--- src/rtl/gate_vector_sequencer.sv ---
// Steps a packed {i1,i2} vector pattern onto the shared gate inputs and checks the eight
// gate outputs against their truth table, accumulating an error count and per-gate mask.
module gate_vector_sequencer #(
  parameter int                     NUM_VEC     = 4,
  parameter logic [2*NUM_VEC-1:0]   PATTERN     = 8'b00011011,
  parameter int                     HOLD_CYCLES = 5,
  parameter int                     CNT_W       = 8,
  localparam int                    VI_W        = $clog2(NUM_VEC) + 1
) (
  input  logic             clk,
  input  logic             rst,
  input  logic             start,
  input  logic [7:0]       gate_out,
  output logic             i1,
  output logic             i2,
  output logic [VI_W-1:0]  vec_idx,
  output logic             sample_valid,
  output logic             busy,
  output logic             done,
  output logic [CNT_W-1:0] err_count,
  output logic [7:0]       err_mask
);

  localparam int HC_W = (HOLD_CYCLES > 1) ? $clog2(HOLD_CYCLES) : 1;

  typedef enum logic [1:0] {IDLE, APPLY, SAMPLE, DONE} state_t;

  state_t          state, state_nxt;
  logic [HC_W-1:0] hold_cnt;
  logic            hold_last;
  logic            launch;
  logic [7:0]      expected;
  logic [7:0]      mismatch;

  function automatic logic [1:0] vec_at(input logic [VI_W-1:0] idx);
    vec_at = PATTERN[2*idx +: 2];
  endfunction

  assign hold_last = (hold_cnt == HC_W'(HOLD_CYCLES - 1));
  assign launch    = start && (state == IDLE || state == DONE);

  // Bit order matches the cell bundle: {xnor,xor,nand,nor,or,and,not,buf}.
  always_comb begin
    expected = {~(i1 ^ i2), i1 ^ i2, ~(i1 & i2), ~(i1 | i2), i1 | i2, i1 & i2, ~i1, i1};
  end

  // Case-inequality so an undriven or X cell output counts as a failure in simulation.
  always_comb begin
    mismatch = '0;
    for (int b = 0; b < 8; b++) begin
      mismatch[b] = (gate_out[b] !== expected[b]);
    end
  end

  always_ff @(posedge clk) begin
    if (rst) state <= IDLE;
    else     state <= state_nxt;
  end

  always_comb begin
    state_nxt = state;
    case (state)
      IDLE:    if (start) state_nxt = APPLY;
      APPLY:   if (hold_last) state_nxt = SAMPLE;
      SAMPLE:  state_nxt = (vec_idx != '0) ? APPLY : DONE;
      DONE:    if (start) state_nxt = APPLY;
      default: state_nxt = IDLE;
    endcase
  end

  always_comb begin
    busy         = (state == APPLY) || (state == SAMPLE);
    done         = (state == DONE);
    sample_valid = (state == SAMPLE);
  end

  always_ff @(posedge clk) begin
    if (rst) begin
      i1        <= 1'b0;
      i2        <= 1'b0;
      vec_idx   <= '0;
      hold_cnt  <= '0;
      err_count <= '0;
      err_mask  <= '0;
    end else if (launch) begin
      {i1, i2}  <= vec_at(VI_W'(NUM_VEC - 1));
      vec_idx   <= VI_W'(NUM_VEC - 1);
      hold_cnt  <= '0;
      err_count <= '0;
      err_mask  <= '0;
    end else begin
      case (state)
        APPLY: begin
          if (!hold_last) hold_cnt <= hold_cnt + 1'b1;
        end
        SAMPLE: begin
          err_mask <= err_mask | mismatch;
          if ((mismatch != '0) && (err_count != {CNT_W{1'b1}})) begin
            err_count <= err_count + 1'b1;
          end
          // Next vector is loaded on the same edge that leaves SAMPLE.
          if (vec_idx != '0) begin
            vec_idx  <= vec_idx - 1'b1;
            {i1, i2} <= vec_at(vec_idx - 1'b1);
            hold_cnt <= '0;
          end
        end
        default: ;
      endcase
    end
  end

endmodule
--- config.mk ---
export PLATFORM = sky130hd
export DESIGN_NAME = gate_vector_sequencer
export DESIGN_NICKNAME = d
export VERILOG_FILES = /design/src/rtl/gate_vector_sequencer.sv
export SDC_FILE = /design/constraint.sdc
export NUM_CORES = 1
export LEC_CHECK = 0
export ABC_AREA = 1
export CAP_MARGIN = 20
export CELL_PAD_IN_SITES_DETAIL_PLACEMENT = 1
export CELL_PAD_IN_SITES_GLOBAL_PLACEMENT = 1
export CORE_ASPECT_RATIO = 0.75
export CORE_MARGIN = 2
export CORE_UTILIZATION = 36
export DETAILED_ROUTE_END_ITERATION = 16
export GPL_TIMING_DRIVEN = 1
export PLACE_DENSITY = 0.78
export REMOVE_ABC_BUFFERS = 1
export SYNTH_ARGS = -nofsm -noshare
export SYNTH_HDL_FRONTEND = slang
export SYNTH_SLANG_ARGS = --single-unit
--- constraint.sdc ---
create_clock -name clk -period 2.1 [get_ports clk]
set_clock_uncertainty 0.2 [all_clocks]
set_input_delay 0.42 -clock clk [delete_from_list [all_inputs] [get_ports clk]]
set_output_delay 0.42 -clock clk [all_outputs]
set_load 0.01 [all_outputs]
==> reports/qor.txt <==
Crit Path Class: reg -> out
Worst path cell trace: inv_1, ha_2, inv_1, dlygate4sd2_1
TritonCTS clock tree: built
Power Dens Cells: 950 nW/µm²
Hold buffers post-CTS: 0
Starting density of the core: 0.368
Leakage: 0.941 nW
Synthesis-stage register bit count: 26
DR pass1 iterations: 6
DIE HEIGHT: 62.0 µm
R2R depth: 12
Average routed wire per standard cell: 11.5 µm
Vias in the first global route: 1439
Max-Cap Viols: 0
Worst slew pin tran: 0.419 ns
Register area share after synthesis: 0.322
Core Area: 4390 µm²
Main combinational cell family by area after synthesis: simple AND/OR/NAND/NOR gates
Post-CTS setup buffer count: 0
GR Util All Layers: 0.166
Antenna violations before repair: 0
Largest stage delay, worst path: 0.35 ns
Die width: 81.4 µm
Nets@finish: 286
Worst hold path startpoint: err_mask[4]
DRC Markers: 0
Die area: 5050 µm²
Synth top area share: 0.322
Final Power: 2.01 mW
R2R Setup Slk: 0.20 ns
Required @ worst endpoint: 1.48 ns
Critical path peak fanout: 3
Share of cells above drive strength 1: 0.167
FF-to-FF End: err_count[0]
Crit. End Element: output pin
Dpl cell area: 2030 µm²
Cell variety after synth: 31
Largest net degree at the start of global routing: 16
Worst Path Buf+Inv: 3
Post-synthesis cell area: 1620 µm²
Hold path cells: 1
Final Hold Viols: 0
Unrepaired setup endpoints after global routing: no
Launch point of the worst path: state[0]
Synth Instances: 225
Simple-Gate Fraction of Synth Area: 0.372
Post-DP HPWL: 2.81 mm
Adder-Cell Fraction of Synth Area: 0.0851
Most frequent cells in the layout: nand2_1 (52), inv_1 (36), clkdlybuf4s50_1 (31)
Port buffer count: 34
Crit path time final: 1.96 ns
Routed Wire Length: 3.68 mm
Arrival time worst endpoint: 1.34 ns
Top post-synthesis cells by area: dfxtp_1 (32%), nand2_1 (12%), ha_1 (8.5%)
Max stage delay cell, worst path: dfxtp_1
Critical path's top delay family: buffers and inverters
CTS clk-pin slew, worst paths: 0.10 ns
WP depth: 4
Finished Cell Area: 2110 µm²
Hold WC Path Type: reg -> reg
Antenna fix cells: 0
Area growth syn-to-layout: 30.7%
Synth Area in Compound Gates: 0.0836
H-Tree Depth: 1
Maximum vdd drop: 658 µV
RD Place Congestion: 0.728
Final setup TNS: 0 ns
IO Pins: 35
Synth Area in XOR/XNOR: 0.0108
First-pass GRT wire length: 6.29 mm
Worst r2r src: i1
CTS root buffer: clkbuf_8
Slew Limit Headroom: 0.720
Post-synthesis mux area share: 0
Routed vias: 1465
Placement Rows: 21
Hold EP: err_mask[4]
CTS Sinks: 26
DRT antenna net count: 0
Number of DRC markers in iteration 0: 35
Synth warnings: 0
Fin. max-slew vios: 0
Syn Area/Cell: 7.18 µm²
Pre-CTS setup slack: 0.0892 ns
Max Clock Freq: 0.509 GHz
Most common cell after layout, fill and taps aside: nand2_1
Setup-failing EPs final: 0
Total congestion overflow: 0
Fin crit share: 0.935
Most used cell, CP: inv_1
Clk buf depth: 2
Post-route setup slack: 0.137 ns
Clk_lat worst skew: 0.29 ns
CP startpoint kind: flop
Area leader, netlist: dfxtp_1
Vias per inst: 4.58
Num CTS Buffers: 3
Status: finished, final reports clean
==> repair_timing <==
item | 4_1_cts | 5_1_grt
gates resized for setup | 2 | 2
setup endpoints to repair | 2 | 2
cloned | 0 | 0
==> through the flow <==
stage           util  std cells  hold slack [ns]
6_report       0.481        320            0.272
5_1_grt        0.481        320            0.309
4_1_cts        0.480        320            0.281
3_5_place_dp   0.464        316            0.255
3_3_place_gp   0.464        316            0.246
2_1_floorplan      -        220            0.256
==> kinds of logic (layout without fill, tap and decap cells) <==
family	after synthesis	count (layout)
buf+inv	48	86
flops	26	26
simple gates	117	117
compound gates	21	21
xor+xnor	2	2
fa+ha+maj	11	11
==> final cells by class <==
class | count | area [µm²]
Fill cell | 543 | 2280
Multi-Input combinational cell | 151 | 893
Sequential cell | 26 | 520
Timing Repair Buffer | 39 | 394
Inverter | 43 | 161
Tap cell | 57 | 71.3
Clock buffer | 3 | 41.3
Clock inverter | 1 | 30.0
==> per-layer routing <==
layer | GRT usage | share of wire | vias to the layer above | wire, µm
li1 | - | - | 772 | -
met1 | 0.210 | 0.50 | 661 | 1840
met2 | 0.276 | 0.44 | 27 | 1620
met3 | 0.0390 | 0.043 | 5 | 159
met4 | 0.0654 | 0.016 | 0 | 58
met5 | 0 | 0 | - | 0
==> Yosys cell counts, drive strengths merged <==
cell type / number
dfxtp: 26
o21ai: 2
nand3: 12
clkinv: 1
ha: 11
nand2: 65
a211oi: 4
nor3b: 1
inv: 42
xor2: 1
o21a: 8
a21oi: 7
nand3b: 2
or2: 1
nor3: 4
nor2: 25
buf: 5
nand4: 7
xnor2: 1
==> sequential cells by signal, indices dropped and copies added, names as in the netlist <==
signal,flops
err_count,8
err_mask,8
hold_cnt,3
vec_idx,3
state,2
i1,1
i2,1
==> power breakdown <==
part / total (mW) / switching [mW] / internal [mW]
Combinational: 0.925 / 0.519 / 0.407
Clock: 0.436 / 0.180 / 0.256
Sequential: 0.645 / 0.0627 / 0.582
==> worst max path at each step <==
stage                         endpoint  slack (ns)
after floorplan           err_count[0]        0.25
after global placement    err_count[1]        0.12
after detailed placement  err_count[0]        0.09
after CTS                 sample_valid        0.02
after global routing      err_count[0]        0.03
final                             busy        0.14
Note: power is estimated with default switching activity, not from simulation.
